<file path="src/rtl/alu10_cmd_driver_if.sv">
// rtl/alu10_cmd_driver_if.sv - command, ALU-core and response signals of alu10_cmd_driver
interface alu10_cmd_driver_if #(
  parameter int CNT_W = 16
);
  logic             cmd_valid;
  logic             cmd_ready;
  logic [9:0]       cmd_a;
  logic [9:0]       cmd_b;
  logic [2:0]       cmd_op;
  logic [9:0]       alu_a;
  logic [9:0]       alu_b;
  logic [2:0]       alu_ctrl;
  logic [9:0]       alu_y;
  logic             alu_zero;
  logic             alu_neg;
  logic             alu_ovf;
  logic             alu_carry;
  logic             rsp_valid;
  logic             rsp_ready;
  logic [9:0]       rsp_y;
  logic [3:0]       rsp_flags;
  logic             rsp_err;
  logic [2:0]       sticky;
  logic             sticky_clr;
  logic [CNT_W-1:0] op_count;

  modport slave (
    input  cmd_valid, cmd_a, cmd_b, cmd_op,
    input  alu_y, alu_zero, alu_neg, alu_ovf, alu_carry,
    input  rsp_ready, sticky_clr,
    output cmd_ready, alu_a, alu_b, alu_ctrl,
    output rsp_valid, rsp_y, rsp_flags, rsp_err, sticky, op_count
  );

  modport master (
    output cmd_valid, cmd_a, cmd_b, cmd_op,
    output alu_y, alu_zero, alu_neg, alu_ovf, alu_carry,
    output rsp_ready, sticky_clr,
    input  cmd_ready, alu_a, alu_b, alu_ctrl,
    input  rsp_valid, rsp_y, rsp_flags, rsp_err, sticky, op_count
  );
endinterface

</file>
<file path="src/rtl/alu10_cmd_driver.sv">
// rtl/alu10_cmd_driver.sv - FIFO-buffered issue/capture front-end for the 10-bit ALU core
module alu10_cmd_driver #(
  parameter int DEPTH = 4,
  parameter int CNT_W = 16
) (
  input logic clk,
  input logic rst_n,
  alu10_cmd_driver_if.slave bus
);
  localparam int AW = $clog2(DEPTH);

  typedef enum logic [1:0] {IDLE, EXEC, RESP} state_t;

  state_t           state_q, state_d;
  logic [22:0]      mem [DEPTH];
  logic [AW-1:0]    wr_ptr, rd_ptr;
  logic [AW:0]      count;
  logic             ready_q, full, empty, push, pop;
  logic             capture, rsp_fire, rsp_valid;
  logic [9:0]       alu_a_q, alu_b_q, rsp_y_q;
  logic [2:0]       alu_ctrl_q, sticky_q;
  logic [3:0]       rsp_flags_q;
  logic             rsp_err_q;
  logic [CNT_W-1:0] cnt_q;

  // Readiness is held low through reset and the reset edge itself
  assign full          = (count == (AW+1)'(DEPTH));
  assign empty         = (count == '0);
  assign bus.cmd_ready = ready_q & ~full;
  assign push          = bus.cmd_valid & bus.cmd_ready;

  always_ff @(posedge clk) begin
    if (!rst_n) state_q <= IDLE;
    else        state_q <= state_d;
  end

  always_comb begin
    state_d = state_q;
    case (state_q)
      IDLE:    if (!empty) state_d = EXEC;
      EXEC:    state_d = RESP;
      RESP:    if (bus.rsp_ready) state_d = empty ? IDLE : EXEC;
      default: state_d = IDLE;
    endcase
  end

  always_comb begin
    pop       = 1'b0;
    capture   = 1'b0;
    rsp_fire  = 1'b0;
    rsp_valid = 1'b0;
    case (state_q)
      IDLE: pop = ~empty;
      EXEC: capture = 1'b1;
      RESP: begin
        rsp_valid = 1'b1;
        rsp_fire  = bus.rsp_ready;
        pop       = bus.rsp_ready & ~empty;
      end
      default: ;
    endcase
  end

  always_ff @(posedge clk) begin
    if (push) mem[wr_ptr] <= {bus.cmd_a, bus.cmd_b, bus.cmd_op};
  end

  always_ff @(posedge clk) begin
    if (!rst_n) begin
      wr_ptr  <= '0;
      rd_ptr  <= '0;
      count   <= '0;
      ready_q <= 1'b0;
    end else begin
      ready_q <= 1'b1;
      if (push) wr_ptr <= wr_ptr + AW'(1);
      if (pop)  rd_ptr <= rd_ptr + AW'(1);
      case ({push, pop})
        2'b10:   count <= count + (AW+1)'(1);
        2'b01:   count <= count - (AW+1)'(1);
        default: count <= count;
      endcase
    end
  end

  // A clear coinciding with a handshake keeps only that response's bits
  always_ff @(posedge clk) begin
    if (!rst_n) begin
      alu_a_q     <= '0;
      alu_b_q     <= '0;
      alu_ctrl_q  <= '0;
      rsp_y_q     <= '0;
      rsp_flags_q <= '0;
      rsp_err_q   <= 1'b0;
      sticky_q    <= '0;
      cnt_q       <= '0;
    end else begin
      if (pop) {alu_a_q, alu_b_q, alu_ctrl_q} <= mem[rd_ptr];
      if (capture) begin
        rsp_y_q     <= bus.alu_y;
        rsp_flags_q <= {bus.alu_zero, bus.alu_neg, bus.alu_ovf, bus.alu_carry};
        rsp_err_q   <= (alu_ctrl_q == 3'd0) || (alu_ctrl_q == 3'd7);
      end
      sticky_q <= (bus.sticky_clr ? 3'b000 : sticky_q)
                | (rsp_fire ? {rsp_err_q, rsp_flags_q[1], rsp_flags_q[0]} : 3'b000);
      if (rsp_fire) cnt_q <= cnt_q + CNT_W'(1);
    end
  end

  assign bus.alu_a     = alu_a_q;
  assign bus.alu_b     = alu_b_q;
  assign bus.alu_ctrl  = alu_ctrl_q;
  assign bus.rsp_valid = rsp_valid;
  assign bus.rsp_y     = rsp_y_q;
  assign bus.rsp_flags = rsp_flags_q;
  assign bus.rsp_err   = rsp_err_q;
  assign bus.sticky    = sticky_q;
  assign bus.op_count  = cnt_q;
endmodule

</file>
<file path="src/flat_wrapper.sv">
// flat-port wrapper written by rule: the top's interface ports become plain ports
module alu10_cmd_driver_flat 
#(
  parameter int DEPTH = 4,
  parameter int CNT_W = 16
)
  (clk, rst_n, bus_cmd_valid, bus_cmd_a, bus_cmd_b, bus_cmd_op, bus_alu_y, bus_alu_zero, bus_alu_neg, bus_alu_ovf, bus_alu_carry, bus_rsp_ready, bus_sticky_clr, bus_cmd_ready, bus_alu_a, bus_alu_b, bus_alu_ctrl, bus_rsp_valid, bus_rsp_y, bus_rsp_flags, bus_rsp_err, bus_sticky, bus_op_count);
  alu10_cmd_driver_if #(.CNT_W(CNT_W)) bus_i ();
  input logic clk;
  input logic rst_n;
  input wire logic [$bits(bus_i.cmd_valid)-1:0] bus_cmd_valid;
  input wire logic [$bits(bus_i.cmd_a)-1:0] bus_cmd_a;
  input wire logic [$bits(bus_i.cmd_b)-1:0] bus_cmd_b;
  input wire logic [$bits(bus_i.cmd_op)-1:0] bus_cmd_op;
  input wire logic [$bits(bus_i.alu_y)-1:0] bus_alu_y;
  input wire logic [$bits(bus_i.alu_zero)-1:0] bus_alu_zero;
  input wire logic [$bits(bus_i.alu_neg)-1:0] bus_alu_neg;
  input wire logic [$bits(bus_i.alu_ovf)-1:0] bus_alu_ovf;
  input wire logic [$bits(bus_i.alu_carry)-1:0] bus_alu_carry;
  input wire logic [$bits(bus_i.rsp_ready)-1:0] bus_rsp_ready;
  input wire logic [$bits(bus_i.sticky_clr)-1:0] bus_sticky_clr;
  output wire logic [$bits(bus_i.cmd_ready)-1:0] bus_cmd_ready;
  output wire logic [$bits(bus_i.alu_a)-1:0] bus_alu_a;
  output wire logic [$bits(bus_i.alu_b)-1:0] bus_alu_b;
  output wire logic [$bits(bus_i.alu_ctrl)-1:0] bus_alu_ctrl;
  output wire logic [$bits(bus_i.rsp_valid)-1:0] bus_rsp_valid;
  output wire logic [$bits(bus_i.rsp_y)-1:0] bus_rsp_y;
  output wire logic [$bits(bus_i.rsp_flags)-1:0] bus_rsp_flags;
  output wire logic [$bits(bus_i.rsp_err)-1:0] bus_rsp_err;
  output wire logic [$bits(bus_i.sticky)-1:0] bus_sticky;
  output wire logic [$bits(bus_i.op_count)-1:0] bus_op_count;
  assign bus_i.cmd_valid = bus_cmd_valid;
  assign bus_i.cmd_a = bus_cmd_a;
  assign bus_i.cmd_b = bus_cmd_b;
  assign bus_i.cmd_op = bus_cmd_op;
  assign bus_i.alu_y = bus_alu_y;
  assign bus_i.alu_zero = bus_alu_zero;
  assign bus_i.alu_neg = bus_alu_neg;
  assign bus_i.alu_ovf = bus_alu_ovf;
  assign bus_i.alu_carry = bus_alu_carry;
  assign bus_i.rsp_ready = bus_rsp_ready;
  assign bus_i.sticky_clr = bus_sticky_clr;
  assign bus_cmd_ready = bus_i.cmd_ready;
  assign bus_alu_a = bus_i.alu_a;
  assign bus_alu_b = bus_i.alu_b;
  assign bus_alu_ctrl = bus_i.alu_ctrl;
  assign bus_rsp_valid = bus_i.rsp_valid;
  assign bus_rsp_y = bus_i.rsp_y;
  assign bus_rsp_flags = bus_i.rsp_flags;
  assign bus_rsp_err = bus_i.rsp_err;
  assign bus_sticky = bus_i.sticky;
  assign bus_op_count = bus_i.op_count;
  alu10_cmd_driver #(.DEPTH(DEPTH), .CNT_W(CNT_W)) u_core (.clk(clk), .rst_n(rst_n), .bus(bus_i));
endmodule
</file>
<file path="config.mk">
export PLATFORM = sky130hd
export DESIGN_NAME = alu10_cmd_driver_flat
export DESIGN_NICKNAME = d
export VERILOG_FILES = /design/src/rtl/alu10_cmd_driver_if.sv /design/src/rtl/alu10_cmd_driver.sv /design/src/flat_wrapper.sv
export SDC_FILE = /design/constraint.sdc
export NUM_CORES = 1
export LEC_CHECK = 0
export ABC_AREA = 1
export BUFFER_PORTS_ARGS = -buffer_cell sky130_fd_sc_hd__buf_2
export CAP_MARGIN = 40
export CELL_PAD_IN_SITES_DETAIL_PLACEMENT = 1
export CELL_PAD_IN_SITES_GLOBAL_PLACEMENT = 2
export CORE_MARGIN = 2
export CORE_UTILIZATION = 25
export CTS_CLUSTER_DIAMETER = 150
export DETAILED_ROUTE_END_ITERATION = 10
export PLACE_DENSITY = 0.65
export SLEW_MARGIN = 5
export SYNTH_ARGS = -nofsm -noshare
export SYNTH_HDL_FRONTEND = slang
export SYNTH_SLANG_ARGS = --single-unit
export TNS_END_PERCENT = 30
</file>
<file path="constraint.sdc">
create_clock -name clk -period 4 [get_ports clk]
set_clock_uncertainty 0.05 [all_clocks]
set_input_delay 0.8 -clock clk [delete_from_list [all_inputs] [get_ports clk]]
set_output_delay 0.8 -clock clk [all_outputs]
set_load 0.01 [all_outputs]
</file>
## After elaboration in Yosys (flattened, before gate mapping)

Memories as Yosys holds them, arrays and structs flattened. A register that Yosys moved wholly into a read port is not among the register bits.
Index checks and enable logic that the tools add are counted.

| cells by class | value |
|---|---|
| $add $sub $neg | 5 |
| eq/ne operators | 8 |
| mux-type cells | 14 |
| bitwise operators | 6 |
| reductions and logical operators | 7 |

Operators by type and width:

| operator | number |
|---|---|
| adder 16 x 1 -> 16 bit, second input constant | 1 |
| two-way mux 1 bit | 7 |
| == test 3 bit, second input constant | 2 |
| zero test 3 bit | 2 |
| two-way mux 3 bit | 2 |
| one-hot mux 2 bit (3 select lines) | 1 |
| one-hot mux 3 bit (2 select lines) | 1 |
| adder 2 x 1 -> 2 bit, second input constant | 2 |
| == test 2 x 1 -> 1 bit, second input constant | 2 |
| == test 2 bit, second input constant | 2 |
| two-way mux 2 bit | 2 |
| != test 2 bit, second input constant | 2 |
| adder 3 x 1 -> 3 bit, second input constant | 1 |
| bitwise AND 1 bit | 3 |
| bitwise OR 3 bit | 1 |
| subtractor 3 x 1 -> 3 bit, second input constant | 1 |
| zero test 2 bit | 1 |
| inverter 1 bit | 2 |
| one-hot mux 1 bit (2 select lines) | 1 |
| AND reduction 2 bit | 1 |
| nonzero test 2 bit | 1 |
| zero test 1 bit | 1 |
| logical OR 1 bit | 1 |

| word-level totals | value |
|---|---|
| register bits after elaboration | 44 |
| memory bits (writable) | 92 |
| input port bits | 42 |
| word-level logic and storage cells | 51 |
| memories kept | 1 |

Memories:

| name | depth | bits a word | rd ports | clocked after Yosys merged registers in | wr ports | RTL line | RTL |
|---|---|---|---|---|---|---|---|
| u_core.mem | 4 | 23 | 1 | 1 | 1 | alu10_cmd_driver.sv:15 | `logic [22:0] mem [DEPTH];` |

## Longest topological paths before layout

| logic depth | value |
|---|---|
| word-level depth | 6 |
| depth in mapped cells | 13 |

## Least setup slack after synthesis

No wires, ideal clock.

| timing | value |
|---|---|
| kind | input to register |
| start point | in bus_cmd_valid |
| end point | mem u_core.mem[0][0], enable pin |
| data arrival time | 2.035 ns |
| data required time | 3.547 ns |
| path slack | 1.512 ns |
| stages | 2 |
| buffers on the path | 0 |
| path through | nand3_1 > nor2_1 |

| on the way | value |
|---|---|
| cells in the longest elaborated chain, start to end | 3 |

RTL lines:

| what | RTL line | RTL |
|---|---|---|
| start: declaration | flat_wrapper.sv:11 | `input wire logic [$bits(bus_i.cmd_valid)-1:0] bus_cmd_valid;` |
| bitwise AND 1 bit | alu10_cmd_driver.sv:30 | `assign push = bus.cmd_valid & bus.cmd_ready;` |
| two-way mux 1 bit | alu10_cmd_driver.sv:65 | `if (push) mem[wr_ptr] <= {bus.cmd_a, bus.cmd_b, bus.cmd_op};` |
| two-way mux 1 bit (not written as such) | alu10_cmd_driver.sv:65 |  |
| end: declaration | alu10_cmd_driver.sv:15 |  |

Every way passes these cells.

## Worst setup path in the final report

| timing | value |
|---|---|
| start point | in bus_rsp_ready |
| end point | reg u_core.count[2] |

| on the way | value |
|---|---|
| cells in the longest elaborated chain, start to end | 4 |
| elaborated cells between the ends (all ways) | 6 |

RTL lines:

| what | RTL line | RTL |
|---|---|---|
| start: declaration | flat_wrapper.sv:20 | `input wire logic [$bits(bus_i.rsp_ready)-1:0] bus_rsp_ready;` |
| bitwise AND 1 bit * | alu10_cmd_driver.sv:58 | `pop = bus.rsp_ready & ~empty;` |
| one-hot mux 1 bit (2 select lines) * | alu10_cmd_driver.sv:52 | `case (state_q)` |
| == test 2 x 1 -> 1 bit / == test 2 bit (equally long branches) | alu10_cmd_driver.sv:78 | `case ({push, pop})` |
| one-hot mux 3 bit (2 select lines) / nonzero test 2 bit (equally long branches) | - |  |
| end signal: assignment | alu10_cmd_driver.sv:79 | `2'b10: count <= count + (AW+1)'(1);` |
| end signal: assignment | alu10_cmd_driver.sv:80 | `2'b01: count <= count - (AW+1)'(1);` |
| end signal: assignment | alu10_cmd_driver.sv:81 | `default: count <= count;` |
| end: declaration | alu10_cmd_driver.sv:17 | `logic [AW:0] count;` |

Every way passes the cells marked *; elsewhere a longest branch is shown, timed or not.
A chain may end at the register's enable or synchronous reset.

==> results.yml <==
setup_path:
  arrival_ps: 2710
  worst_setup_path_start_kind: "input port"
  cp_max_fo: 25
  path_delay_family: "adder cells"
  path_buf_inv: 4
  reg2reg_depth: 12
  crit_required_ps: 4320
  end_kind: "flip-flop"
  r2r_setup_slack_ps: 1720
  cpMaxStageDelayCell: "fa_1"
  worstSetupPathType: "input port to flip-flop"
  reg2reg_from: "u_core.count[0]$_SDFFE_PN0P_"
  worst_path_largest_cell_delay_ps: 380
  r2r-end: "u_core.count[2]$_SDFFE_PN0P_"
  path_cells: "buf_2 -> inv_2 -> a21oi_2 -> nand2_2 -> inv_2 -> ha_1 -> inv_1 -> fa_1 -> a21oi_1 -> o21ai_0 -> nand2_1 -> nand2_1 -> nor2_1"
synthesis:
  synth_cell_types: 30
  synth_fp_nets: 671
  async_flop_share_pct: 0
  yosys_warnings: 0
  synth_cells: 622
  ys_seq_area_share_pct: 66.2
  syn_area_mm2: 0.00620
  ys.flop_type: "edfxtp_1"
  synth.avg_cell_area_um2: 9.97
  synth-edff-count: 92
  ys_ff_latch: 159
cts:
  clock-sinks: 159
  root_buffer: "clkbuf_16"
  hold_buffers: 0
  clk_pin_slew_ps: 70
  post_cts_buffers: 0
  clk_latency_ps: 430
  clock_path_buffers: 2
  htree_levels: 4
  cts_buffers: 17
  post_cts_resized: 0
  cts_tree: "done"
sta:
  rsz0062_at_grt: "no"
  fmaxAchievable_ghz: 0.417
  hold_violations: 0
  finalSetupTns_ps: 0
  fin_crit_ps: 2400
  setup_viol: 0
  tightest_slew_ps: 595
  max_slew_margin_pct: 60.3
  report.final.slew_viol_count: 0
  min_period_over_period_pct: 60.0
placement:
  place_area_mm2: 0.00703
  io_buffers: 100
  dp_cells: 1027
  gp_congestion: 0.713
  hpwl_um: 10400
pwr:
  seqPwrFrac_pct: 41.9
  power.total_mw: 4.90
  leakagePower_nw: 2.96
  peakVddDrop_mv: 0.304
  p_int_mw: 3.22
  powerDensity_mw_per_mm2: 643
  p_sw_share_pct: 34.3
  combPwrFrac_pct: 25.5
  netSwitchingPower_mw: 1.68
  p_clk_share_pct: 32.7
grt:
  gr-total-overflow: 0
  grt_use_total_pct: 12.9
  grt_first_pass_wirelength_um: 26200
  antenna_found_initial: 0
  grt_pass1_vias: 4985
  grt_start_max_net_pins: 49
die:
  start_util_pct: 25.5
  die-width_um: 161
  coreArea_mm2: 0.0243
  placementRows: 57
  num_io_pins: 101
  dieArea_mm2: 0.0261
  die_h_um: 161
hold_path:
  holdPathStages: 2
  hp-class: "flip-flop to flip-flop"
  whs_endpoint: "u_core.bus.sticky[0]$_SDFF_PN0_"
  worstHoldStart: "u_core.bus.sticky[0]$_SDFF_PN0_"
flow_run:
  cap_violations: 0
drt:
  ant_nets: 0
  vias_per_cell: 4.44
  drtIter0Drc: 256
  wire_per_inst_um: 15.2
  drc: 0
  wl_um: 16100
  vias: 4697
  dr.pass1.iters: 4
status:
  outcome: "complete, no violations"
finish:
  fin_cells: 1059
  syn2layout_area_growth_pct: 22.8
  diodes: 0
  nFillCells: 2793
  final_util_pct: 31.3
  final_layout_size_suffix_gt1_share_pct: 21.0
  finish.instance_area_mm2: 0.00761
  final_net_count: 771
## per-stage QoR
stage	setup WS [ps]	hold slack (ps)
after floorplan	1510	372
after global placement	1170	385
after detailed placement	1140	404
after CTS	1590	413
after global routing	1310	446
final	1600	413
## power groups by stage
stage / registers [mW] / logic (mW) / clock network (mW)
2_1_floorplan: 2.13 / 0.786 / 0
3_3_place_gp: 2.08 / 1.23 / 0
3_5_place_dp: 2.09 / 1.29 / 0
4_1_cts: 2.05 / 1.29 / 1.65
5_1_grt: 2.08 / 1.45 / 1.72
6_report: 2.05 / 1.25 / 1.60
## synth_stat cells (2+ instances only)
| cell type | number | area [µm²] |
|---|---|---|
| edfxtp_1 | 92 | 2760 |
| inv_2 | 3 | 11.3 |
| o21ai_1 | 8 | 40.0 |
| dfxtp_1 | 67 | 1340 |
| and2_1 | 2 | 12.5 |
| nand4_1 | 2 | 12.5 |
| nor3_1 | 2 | 10.0 |
| nand2_1 | 43 | 161 |
| nor2_2 | 3 | 18.8 |
| buf_6 | 3 | 33.8 |
| nand3_1 | 16 | 80.1 |
| a21oi_1 | 17 | 85.1 |
| clkbuf_2 | 2 | 10.0 |
| ha_1 | 6 | 75.1 |
| inv_1 | 37 | 139 |
| o21ai_0 | 111 | 556 |
| clkbuf_1 | 8 | 30.0 |
| buf_4 | 2 | 15.0 |
| nor2_1 | 176 | 661 |
| buf_2 | 12 | 60.1 |
## cell usage in the layout, fill, tap and decap left out, types with 6 or more instances in the layout
master       n
nand2_1     43
edfxtp_1    92
nor2_1     172
nor2_2       7
o21ai_0    111
inv_1       37
ha_1         6
buf_2      100
clkbuf_16   17
nand3_1     16
dfxtp_1     66
buf_4        9
a21oi_1     17
o21ai_1      8
## per-layer routing
layer	global-route usage, %	wire length (µm)	vias up
met5	0	0	-
met4	3.86	186	0
met3	3.03	662	12
met2	22.6	7900	94
met1	15.8	7370	2305
li1	-	-	2286
## tightest hold or removal path, delay by kind of cell (launching register included)
kind | cells | cell delay, ps
and+or+nand+nor | 1 | 60
AOI/OAI and AO/OA | 1 | 50
DFF | 1 | 310
## sequential cells by signal (all words and copies together) (netlist names)
signal / flops
u_core.rd_ptr: 2
u_core.wr_ptr: 2
u_core.bus.alu_a: 10
u_core.bus.op_count: 16
u_core.bus.rsp_y: 10
u_core.bus.sticky: 3
u_core.bus.rsp_err: 1
u_core.bus.alu_ctrl: 3
u_core.mem: 92
u_core.bus.alu_b: 10
u_core.state_q: 2
u_core.ready_q: 1
u_core.bus.rsp_flags: 4
u_core.count: 3
## layout make-up
type                       instances  area, µm²  share of cell area (%)
clock buffer                      17        425                    5.59
inverter                          40        150                    1.97
sequential                       159       4110                    53.9
multi-input combinational        395       1800                    23.7
clock inverter                    15        155                    2.04
tap                              324        405                    5.33
timing repair buffer             109        568                    7.46
## how the worst max path moves through the flow
stage / startpoint / end / depth (start not counted)
floorplan: bus_cmd_valid / u_core.mem[0][0]$_DFFE_PP_ / 2
global placement: bus_rsp_ready / u_core.count[2]$_SDFFE_PN0P_ / 13
detailed placement: bus_rsp_ready / u_core.count[2]$_SDFFE_PN0P_ / 13
CTS: bus_rsp_ready / u_core.count[2]$_SDFFE_PN0P_ / 13
global route: bus_rsp_ready / u_core.count[2]$_SDFFE_PN0P_ / 13
finish: bus_rsp_ready / u_core.count[2]$_SDFFE_PN0P_ / 13
## kinds of logic after synthesis
| kind of cell | count (synthesis) | synth area share, % |
|---|---|---|
| AOI/OAI and AO/OA | 139 | 11.3 |
| buffers and inverters | 68 | 4.88 |
| DFF | 159 | 66.2 |
| and+or+nand+nor | 249 | 16.0 |
| adders and majority gates | 7 | 1.53 |
Power figures use the tool's default switching activity.
